`config.mk`:
```
export PLATFORM = sky130hd
export DESIGN_NAME = alu_input_sequencer
export DESIGN_NICKNAME = d
export VERILOG_FILES = /design/src/rtl/alu_pkg.sv /design/src/rtl/btn_debounce.sv /design/src/rtl/alu_input_sequencer.sv
export SDC_FILE = /design/constraint.sdc
export NUM_CORES = 1
export LEC_CHECK = 0
export CAP_MARGIN = 20
export CORE_MARGIN = 4
export CORE_UTILIZATION = 55
export DETAILED_ROUTE_END_ITERATION = 7
export GPL_ROUTABILITY_DRIVEN = 0
export HOLD_SLACK_MARGIN = 0.15
export PLACE_DENSITY = 0.76
export SYNTH_ARGS = -nofsm -noshare
export SYNTH_HDL_FRONTEND = slang
export SYNTH_SLANG_ARGS = --single-unit
export TNS_END_PERCENT = 100
```
`constraint.sdc`:
```
create_clock -name clk -period 2.62 [get_ports clk]
set_input_delay 0.524 -clock clk [delete_from_list [all_inputs] [get_ports clk]]
set_output_delay 0.524 -clock clk [all_outputs]
set_load 0.005 [all_outputs]
```
`src/rtl/alu_pkg.sv`:
```
// Shared types and constants for the ALU operand entry sequencer.
package alu_pkg;

    localparam int unsigned DATA_W                  = 4;
    localparam int unsigned DEBOUNCE_CYCLES_DEFAULT = 1_000_000;

    typedef enum logic [1:0] {
        LOAD_A  = 2'd0,
        LOAD_B  = 2'd1,
        LOAD_OP = 2'd2,
        READY   = 2'd3
    } seq_state_t;

endpackage

```
`src/rtl/btn_debounce.sv`:
```
// Raw button conditioning: 2-flop synchronizer, saturating-count debounce
// and a registered one-cycle strobe on each accepted press.
module btn_debounce
    import alu_pkg::*;
#(
    parameter int unsigned DEBOUNCE_CYCLES = DEBOUNCE_CYCLES_DEFAULT
) (
    input  logic clk,
    input  logic rst_n,
    input  logic btn,
    output logic pulse
);

    localparam int unsigned CNT_W = $clog2(DEBOUNCE_CYCLES + 1);
    localparam logic [CNT_W-1:0] CNT_MAX = CNT_W'(DEBOUNCE_CYCLES);

    logic [1:0]       sync_q;
    logic [CNT_W-1:0] cnt_q;
    logic             level_q;
    logic             level_d_q;
    logic             pulse_q;

    // Synchronizer: only sync_q[1] is used downstream.
    always_ff @(posedge clk or negedge rst_n) begin
        if (!rst_n) begin
            sync_q <= '0;
        end else begin
            sync_q <= {sync_q[0], btn};
        end
    end

    // Level flips once the synced input has disagreed long enough; counter stops at CNT_MAX.
    always_ff @(posedge clk or negedge rst_n) begin
        if (!rst_n) begin
            cnt_q   <= '0;
            level_q <= 1'b0;
        end else if (sync_q[1] == level_q) begin
            cnt_q <= '0;
        end else if (cnt_q == CNT_MAX) begin
            cnt_q   <= '0;
            level_q <= sync_q[1];
        end else begin
            cnt_q <= cnt_q + CNT_W'(1);
        end
    end

    // Rising-edge strobe of the debounced level.
    always_ff @(posedge clk or negedge rst_n) begin
        if (!rst_n) begin
            level_d_q <= 1'b0;
            pulse_q   <= 1'b0;
        end else begin
            level_d_q <= level_q;
            pulse_q   <= level_q & ~level_d_q;
        end
    end

    assign pulse = pulse_q;

endmodule

```
`src/rtl/alu_input_sequencer.sv`:
```
// Collects operand A, operand B and opcode from a switch nibble, one enter
// press per field, and presents them to the ALU once all three are committed.
module alu_input_sequencer
    import alu_pkg::*;
#(
    parameter int unsigned DEBOUNCE_CYCLES = DEBOUNCE_CYCLES_DEFAULT
) (
    input  logic              clk,
    input  logic              rst_n,
    input  logic [DATA_W-1:0] sw,
    input  logic              btn_enter,
    input  logic              btn_clear,
    output logic [DATA_W-1:0] operand_a,
    output logic [DATA_W-1:0] operand_b,
    output logic [DATA_W-1:0] alu_op,
    output logic              operands_valid,
    output logic              valid_pulse,
    output logic [1:0]        stage
);

    logic enter_pulse;
    logic clear_pulse;

    seq_state_t        state_q, state_d;
    logic [DATA_W-1:0] a_q, a_d;
    logic [DATA_W-1:0] b_q, b_d;
    logic [DATA_W-1:0] op_q, op_d;
    logic              valid_q;
    logic              vpulse_q;

    btn_debounce #(.DEBOUNCE_CYCLES(DEBOUNCE_CYCLES)) u_enter_db (
        .clk   (clk),
        .rst_n (rst_n),
        .btn   (btn_enter),
        .pulse (enter_pulse)
    );

    btn_debounce #(.DEBOUNCE_CYCLES(DEBOUNCE_CYCLES)) u_clear_db (
        .clk   (clk),
        .rst_n (rst_n),
        .btn   (btn_clear),
        .pulse (clear_pulse)
    );

    // Next-state and field loads; clear takes priority over enter.
    always_comb begin
        state_d = state_q;
        a_d     = a_q;
        b_d     = b_q;
        op_d    = op_q;
        if (clear_pulse) begin
            state_d = LOAD_A;
            a_d     = '0;
            b_d     = '0;
            op_d    = '0;
        end else if (enter_pulse) begin
            case (state_q)
                LOAD_A: begin
                    a_d     = sw;
                    state_d = LOAD_B;
                end
                LOAD_B: begin
                    b_d     = sw;
                    state_d = LOAD_OP;
                end
                LOAD_OP: begin
                    op_d    = sw;
                    state_d = READY;
                end
                READY: begin
                    state_d = LOAD_A;
                end
                default: begin
                    state_d = LOAD_A;
                end
            endcase
        end
    end

    // State, fields and registered status flags.
    always_ff @(posedge clk or negedge rst_n) begin
        if (!rst_n) begin
            state_q  <= LOAD_A;
            a_q      <= '0;
            b_q      <= '0;
            op_q     <= '0;
            valid_q  <= 1'b0;
            vpulse_q <= 1'b0;
        end else begin
            state_q  <= state_d;
            a_q      <= a_d;
            b_q      <= b_d;
            op_q     <= op_d;
            valid_q  <= (state_d == READY);
            vpulse_q <= (state_d == READY) && (state_q != READY);
        end
    end

    assign operand_a      = a_q;
    assign operand_b      = b_q;
    assign alu_op         = op_q;
    assign operands_valid = valid_q;
    assign valid_pulse    = vpulse_q;
    assign stage          = 2'(state_q);

endmodule

```
**Yosys cells after proc, flatten, opt, wreduce, memory -nomap -nowiden**

Index checks and enable logic that the tools add are counted.

- Input bits: 8
- Output and inout port bits: 16
- Flip-flop bits (word level): 66

- Bitwise logic cells: 6
- Reductions and logical operators: 11
- Add/sub/neg operators: 2
- Multiplexer cells: 16
- Eq/ne operators: 9

Operators with widths:

| operator | number |
|---|---|
| 2-to-1 mux 20 bit | 4 |
| adder 20 x 1 -> 20 bit, second input constant | 2 |
| == test 20 bit, second input constant | 2 |
| 2-to-1 mux 4 bit | 9 |
| AND reduction 2 bit | 5 |
| case mux 2 bit (4 select lines) | 1 |
| nonzero test 2 bit | 4 |
| == test 2 bit, second input constant | 3 |
| 2-to-1 mux 2 bit | 2 |
| NOT 1 bit | 4 |
| AND 1 bit | 2 |
| == test 1 bit | 2 |
| == test 2 x 1 -> 1 bit, second input constant | 1 |
| zero test 2 bit | 1 |
| != test 2 bit, second input constant | 1 |
| logical AND 1 bit | 1 |

**Depth between registers and ports, before layout**

Gate-level depths: netlist (run 1).

- Depth in word-level cells: 6
- Mapped depth: 6

**Modules after synthesis**

From an unflattened synthesis (run 1), not the netlist that was laid out.

- Cells, all modules: 287
- Area total of the unflattened synthesis: 3079.2 µm²

Modules (own cells, without submodules):

| module | cells each | times used | sequential area each (µm²) | area an instance (µm²) |
|---|---|---|---|---|
| btn_debounce | 108 | 2 | 625.6 | 1182.4 |
| alu_input_sequencer | 71 | 1 | 400.4 | 714.4 |

**Worst setup path after synthesis (run 1)**

OpenSTA, ideal clock, no wires.

- Path type: register to register
- From: register u_enter_db.cnt_q[2]
- To: register u_enter_db.cnt_q[15]
- Buffers on the path: 2
- Setup time: 78 ps
- Cell stages (with the launch flop): 7
- Data arrival time: 1835 ps
- Path slack: 707 ps
- Period minus slack after synthesis: 1913 ps
- Required time: 2542 ps
- Cells stage by stage: dfrtp_1 > clkbuf_2 > nand3_1 > or4_1 > buf_2 > or4_1 > a21oi_1

- Word-level cells in the longest chain between the ends: 3

Ends and longest elaborated chain:

| element | RTL line | source |
|---|---|---|
| from (decl) | btn_debounce.sv:18 | `logic [CNT_W-1:0] cnt_q;` |
| from (signal assigned) | btn_debounce.sv:43 | `cnt_q <= cnt_q + CNT_W'(1);` |
| adder 20 x 1 -> 20 bit / == test 20 bit (equally long branches) | btn_debounce.sv:43, btn_debounce.sv:39 |  |
| 2-to-1 mux 20 bit * | btn_debounce.sv:39 | `end else if (cnt_q == CNT_MAX) begin` |
| 2-to-1 mux 20 bit * | btn_debounce.sv:37 | `end else if (sync_q[1] == level_q) begin` |

Mark *: on every way between the ends. The rest lies on a longest branch, timed or not.
A chain may end at the register's enable or synchronous reset.

**Worst setup path after layout (run 1)**

Ends and elaborated chain as after synthesis.

==> results of run 1 <==
-- worst paths after layout --
check	start	to	cells past startpoint
max	u_enter_db.cnt_q[2]$_DFF_PN0_	u_enter_db.cnt_q[15]$_DFF_PN0_	4
min	rst_n	alu_op[3]$_DFFE_PN0P_	1
max reg2reg	u_enter_db.cnt_q[2]$_DFF_PN0_	u_enter_db.cnt_q[15]$_DFF_PN0_	4
min reg2reg	u_enter_db.sync_q[0]$_DFF_PN0_	u_enter_db.sync_q[1]$_DFF_PN0_	0
max in group asynchronous	rst_n	u_enter_db.cnt_q[1]$_DFF_PN0_	2
min in group clk	u_enter_db.sync_q[0]$_DFF_PN0_	u_enter_db.sync_q[1]$_DFF_PN0_	0
-- cell usage after synthesis --
cell,n
xnor2_1,14
a21oi_1,23
clkbuf_1,11
inv_1,13
or4_1,9
ha_1,8
nand4_1,11
or4b_1,1
nor3_1,7
and3_1,5
nor4b_1,2
dfrtp_1,66
nor2b_1,2
xor2_1,14
and4_1,2
nand3_1,26
or3_1,6
o21ai_0,6
nor2_1,35
nor4_1,7
and2_1,1
nand2b_1,1
mux2i_1,1
or2_2,1
nand2_1,28
clkbuf_2,1
buf_2,1
nand4_4,1
o31ai_1,6
mux2_2,2
-- critical path: stages (launching register included) --
cell,delay [ns]
dfrtp_1,0.46
nand3_1,0.17
or4_1,0.71
or4_1,0.51
a21oi_1,0.16
-- cell families after synthesis --
family | synth area share, %
simple gates | 24.4
flops | 53.8
compound gates | 6.20
xor+xnor | 7.99
buf+inv | 3.26
fa+ha+maj | 3.26
mux | 1.06
-- flip-flops by register name, indices dropped and copies added (netlist names), 2 cells and up --
name	count
u_clear_db.cnt_q	20
u_enter_db.cnt_q	20
alu_op	4
operand_a	4
operand_b	4
stage	2
u_clear_db.sync_q	2
u_enter_db.sync_q	2
-- power by group through the flow --
| stage | sequential [W] | combinational [W] | clock, W |
|---|---|---|---|
| global placement | 0.00106 | 0.0000713 | 0 |
| floorplan | 0.00106 | 0.0000308 | 0 |
| detailed placement | 0.00106 | 0.0000730 | 0 |
| global route | 0.00104 | 0.0000820 | 0.00107 |
| finish | 0.00104 | 0.0000717 | 0.00102 |
| CTS | 0.00104 | 0.0000740 | 0.00103 |
-- final cells by class --
type                            instances  area, um2  share of cell area, %
Sequential cell                        66       1650                   45.7
Multi-Input combinational cell        219       1320                   36.6
Timing Repair Buffer                   27        268                   7.42
Clock buffer                           11        131                   3.64
Clock inverter                          5        103                   2.84
Tap cell                               70       87.6                   2.43
Inverter                               13       48.8                   1.35
-- metal layers --
metal,vias up,wire [um],share of wire (%)
met5,-,0,0
met4,0,130,2.2
met3,11,240,4.1
met2,44,2810,48
met1,1133,2650,45
li1,1131,-,-
-- stage by stage --
step / setup WS (ns) / cell area [um2] / instances / hold WS, ns
global placement: 0.635 / 3380 / 395 / 0.335
finish: 0.532 / 3610 / 411 / 0.177
detailed placement: 0.569 / 3380 / 395 / 0.336
floorplan: 0.707 / 3070 / 311 / 0.228
CTS: 0.550 / 3610 / 411 / 0.193
global route: 0.392 / 3610 / 411 / 0.212
==> flow_metrics.tcl, run 1 <==
set metrics [dict create \
    grt_antenna_before_repair 0 \
    gr-usage-met1_pct 23.5 \
    fin_nets 352 \
    final-hold-violation-count 0 \
    groute.usage.overall_pct 19.0 \
    max_freq_mhz 479 \
    area_growth_syn_to_layout_pct 17.7 \
    post-route-period-util_pct 79.7 \
    peakVddDrop_uv 583 \
    ios 24 \
    slew-limit-headroom_pct 60.3 \
    timing_worst_slew_pin_value_ns 0.595 \
    final_layout_size_suffix_gt1_share_pct 7.04 \
    tritoncts "done" \
    internal-power_w 0.00169 \
    grt_max_degree 42 \
    layout_min_cycle_time_ns 2.09 \
    start_util_pct 58.2 \
    ys_ff_latch 66 \
    power.share.switching_pct 20.8 \
    synthCells 311 \
    power_w 0.00213 \
    global_route.overflow_total 0 \
    crit_required_ns 2.89 \
    post-synth-top-area-fraction_pct 53.8 \
    worst_setup_path_end_kind "flip-flop" \
    setup-violations-final 0 \
    area_of_the_core_um2 5270 \
    num_antenna_cells 0 \
    power_frac_comb_pct 3.4 \
    synth_cell_type_count 30 \
    arrival_ns 2.36 \
    floorplan.rows 26 \
    clock_tree_buf_depth 2 \
    ctsRootBufferMaster "clkbuf_8" \
    clock_power_share_pct 47.7 \
    post_synth_main_area_contributors "dfrtp_1 54%, nor2_1 4.3%, nand3_1 4.2%" \
    globalRoute.busiestLayer "met2" \
    routed-via-count 2319 \
    grt_first_pass_wirelength_mm 9.85 \
    mostFrequentLayoutCell "dfrtp_1" \
    final_core_util_pct 68.5 \
    max-cap-violations 0 \
    critical_path_type "reg2reg" \
    wl_per_cell_um 14.2 \
    port_buffers 23 \
    worst-path-max-fanout 10 \
    first_global_vias 2260 \
    die-area_um2 6840 \
    commonest_non_fill_non_tap_cells_in_the_layout "66 x dfrtp_1, 35 x nor2_1, 28 x nand2_1" \
    fillerInstances 407 \
    clk_pin_slew_worst_paths_ns 0.07 \
    post_cts_setup_buffer_count 0 \
    power_leakage_nw 1.52 \
    chipHeight_um 82.7 \
    synth.largest_area_cell "dfrtp_1" \
    met2_usage_pct 30.9 \
    dp.final_hpwl_mm 3.93 \
    floorplan_die_width_um 82.7 \
    rsz0062_at_grt "no" \
    number_of_sinks_on_the_clock_net 66 \
    antenna_violating_nets_post_route 0 \
    postSynthAreaPerCell_um2 9.86 \
    drt_iter0_markers 131 \
    clock_insertion_delay_worst_skew_ns 0.35 \
    sequential_group_share_of_total_power_pct 48.9 \
    avgViaCountPerCell 5.64 \
    run_status "completed" \
    setup-tns-final_ns 0 \
    switching_power_w 0.000443 \
    cts_made_buffers 9 \
    detail_route.drc_violations 0 \
    power_density_nw_per_um2 590 \
    synth_fp_nets 327 \
    total_iterations_of_the_first_detailed_routing_run 4 \
    element_type_at_the_critical_path_start "flip-flop" \
    worst_hold_path_type "in2async" \
    postCtsHoldBufs 0 \
    maxSlewViolCount 0 \
    syn_area_um2 3070 \
    drt-total-wl_mm 5.83 \
    cts.repair.resized 0 \
    htreeDepth 3 \
    r2r_slack_ns 0.53 \
    grt_util_met3_pct 3.69 \
    clock-skew-final_ns 0.00820 \
    ys_warn_count 0 \
    sequential_fraction_of_the_synthesis_area_pct 53.8 \
]
Power figures use the tool's default switching activity.
==> run 2: changes to the inputs <==
CORE_UTILIZATION = 52   (was 55)
PLACE_DENSITY = 0.75   (was 0.76)
clock period = 1.8 ns   (was 2.62 ns; I/O delays follow)
==> run 2 against run 1 <==
Via count up 5.0%. Cell area up 6.8%. Setup slack worse by 0.50 ns. Critical path depth unchanged. Combinational power up 80%. Largest cell class unchanged. Sequential power up 45%. Core utilization up 0.25 points. Clock skew up 0.0012 ns. Highest routed layer unchanged.
==> flow_metrics.tcl, run 2 (synthesis gave the netlist of run 1 again) <==
set metrics [dict create \
    max-cap-violations 0 \
    slew-limit-headroom_pct 66.0 \
    final_area_um2 3860 \
    grt_max_degree 67 \
    grt_first_pass_wirelength_mm 10.2 \
    port_buffers 23 \
    gr-usage-met1_pct 24.1 \
    rsz0062_at_grt "yes" \
    grt_antenna_before_repair 0 \
    final_core_util_pct 68.8 \
    antenna_violating_nets_post_route 0 \
    cpLargestDelayFamily "simple AND/OR/NAND/NOR gates" \
    cpMaxStageDelayCell "or4_4" \
    mostFrequentLayoutCell "dfrtp_1" \
    clock_insertion_delay_worst_skew_ns 0.33 \
    post-route-period-util_pct 98.4 \
    clock_tree_buf_depth 2 \
    timing.rr.start "u_enter_db.cnt_q[0]$_DFF_PN0_" \
    die-area_um2 7190 \
    hold-path-endpoint "u_enter_db.sync_q[1]$_DFF_PN0_" \
    hold_crit_depth 0 \
    grt_util_met3_pct 4.27 \
    worst_setup_path_end_kind "flip-flop" \
    total_iterations_of_the_first_detailed_routing_run 4 \
    power_leakage_nw 1.65 \
    element_type_at_the_critical_path_start "flip-flop" \
    start_util_pct 54.7 \
    timing.critical_path.slowest_cell_delay_ns 0.58 \
    clock-skew-final_ns 0.00942 \
    worst-r2r-cell-count 4 \
    drt-total-wl_mm 6.12 \
    fillerInstances 433 \
    floorplan_die_width_um 84.8 \
    met2_usage_pct 27.0 \
    reg_to_reg_end "u_enter_db.cnt_q[17]$_DFF_PN0_" \
    maxSlewViolCount 0 \
    layout_min_cycle_time_ns 1.77 \
    crit_required_ns 2.07 \
    critical_path_cell_count 4 \
    number_of_sinks_on_the_clock_net 66 \
    placedInstanceArea_um2 3540 \
    area_growth_syn_to_layout_pct 25.7 \
    tritoncts "done" \
    chipHeight_um 84.8 \
    commonest_non_fill_non_tap_cells_in_the_layout "63 x dfrtp_1, 35 x nor2_1, 30 x buf_4" \
    global_route.overflow_total 0 \
    peakVddDrop_uv 608 \
    critical_path_type "reg2reg" \
    fin_nets 382 \
    cts_made_buffers 9 \
    first_global_vias 2272 \
    wl_per_cell_um 13.9 \
    worst-path-max-fanout 5 \
    drt_iter0_markers 170 \
    clk_pin_slew_worst_paths_ns 0.07 \
    avgViaCountPerCell 5.52 \
    layout_top_registers "u_clear_db.cnt_q (20), u_enter_db.cnt_q (20)" \
    groute.usage.overall_pct 17.5 \
    ctsRootBufferMaster "clkbuf_8" \
    arrival_ns 2.04 \
    detail_route.drc_violations 0 \
    htreeDepth 3 \
    worst_hold_path_type "reg2reg" \
    path_cells "nand2_2, or4_4, or4b_4, a21oi_2" \
    num_antenna_cells 0 \
    critPathBufInv 0 \
    area_of_the_core_um2 5610 \
    setup-violations-final 0 \
    final-hold-violation-count 0 \
    r2r_slack_ns 0.03 \
    timing_worst_slew_pin_value_ns 0.509 \
    run_status "completed" \
    dp.final_hpwl_mm 4.03 \
    power_density_nw_per_um2 743 \
    routed-via-count 2435 \
    globalRoute.busiestLayer "met2" \
    ios 24 \
    final_layout_size_suffix_gt1_share_pct 17.9 \
    start_point_of_the_worst_hold_path "u_enter_db.sync_q[0]$_DFF_PN0_" \
    max_freq_mhz 565 \
    floorplan.rows 27 \
]
[run 2: worst max-delay path by stage]
stage	startpoint	to	slack [ns]
2_1_floorplan	u_enter_db.cnt_q[6]$_DFF_PN0_	u_enter_db.cnt_q[17]$_DFF_PN0_	-0.05
3_3_place_gp	u_enter_db.cnt_q[8]$_DFF_PN0_	u_enter_db.cnt_q[17]$_DFF_PN0_	0.05
3_5_place_dp	u_enter_db.cnt_q[8]$_DFF_PN0_	u_enter_db.cnt_q[17]$_DFF_PN0_	0.009
4_1_cts	u_enter_db.cnt_q[8]$_DFF_PN0_	u_enter_db.cnt_q[17]$_DFF_PN0_	0.005
5_1_grt	u_enter_db.cnt_q[0]$_DFF_PN0_	u_enter_db.cnt_q[14]$_DFF_PN0_	-0.04
6_report	u_enter_db.cnt_q[0]$_DFF_PN0_	u_enter_db.cnt_q[17]$_DFF_PN0_	0.03
[run 2: metrics by stage]
stage | hold WS [ns] | setup WS [ns] | power (W) | instances | setup TNS, ns
global placement | 0.332 | 0.0466 | 0.00165 | 415 | 0
detailed placement | 0.337 | 0.00851 | 0.00166 | 415 | 0
floorplan | 0.0644 | -0.0533 | 0.00158 | 311 | -0.0533
finish | 0.352 | 0.0292 | 0.00287 | 441 | 0
CTS | 0.352 | 0.00492 | 0.00288 | 430 | 0
global route | 0.366 | -0.0385 | 0.00298 | 441 | -0.108
[run 2: power by group]
| group | internal, W | leakage [nW] | total [W] | switching, W |
|---|---|---|---|---|
| Clock | 0.000696 | 0.101 | 0.00122 | 0.000528 |
| Sequential | 0.00150 | 0.840 | 0.00151 | 0.0000147 |
| Combinational | 0.0000545 | 0.712 | 0.000129 | 0.0000745 |
| Total | 0.00225 | 1.65 | 0.00287 | 0.000617 |
[run 2: what timing repair did]
| item | in CTS | in global routing |
|---|---|---|
| hold endpoints to repair | 66 | 0 |
| setup endpoints to repair | 0 | 6 |
| gates resized for setup | 0 | 11 |
| hold buffers | 1 | 0 |
| setup buffers | 0 | 10 |
[run 2: area by class of cell]
class | count | area [um2] | share of cell area [%]
tap | 72 | 90.1 | 2.34
sequential | 66 | 1660 | 42.9
inverter | 13 | 48.8 | 1.27
multi-input combinational | 220 | 1370 | 35.5
clock buffer | 11 | 151 | 3.93
timing repair buffer | 56 | 500 | 13.0
clock inverter | 3 | 40.0 | 1.04
[run 2: routing by layer]
layer,vias to the layer above,part of all wire (%)
li1,1195,-
met1,1177,46
met2,53,47
met3,10,4.9
met4,0,1.5
met5,-,0
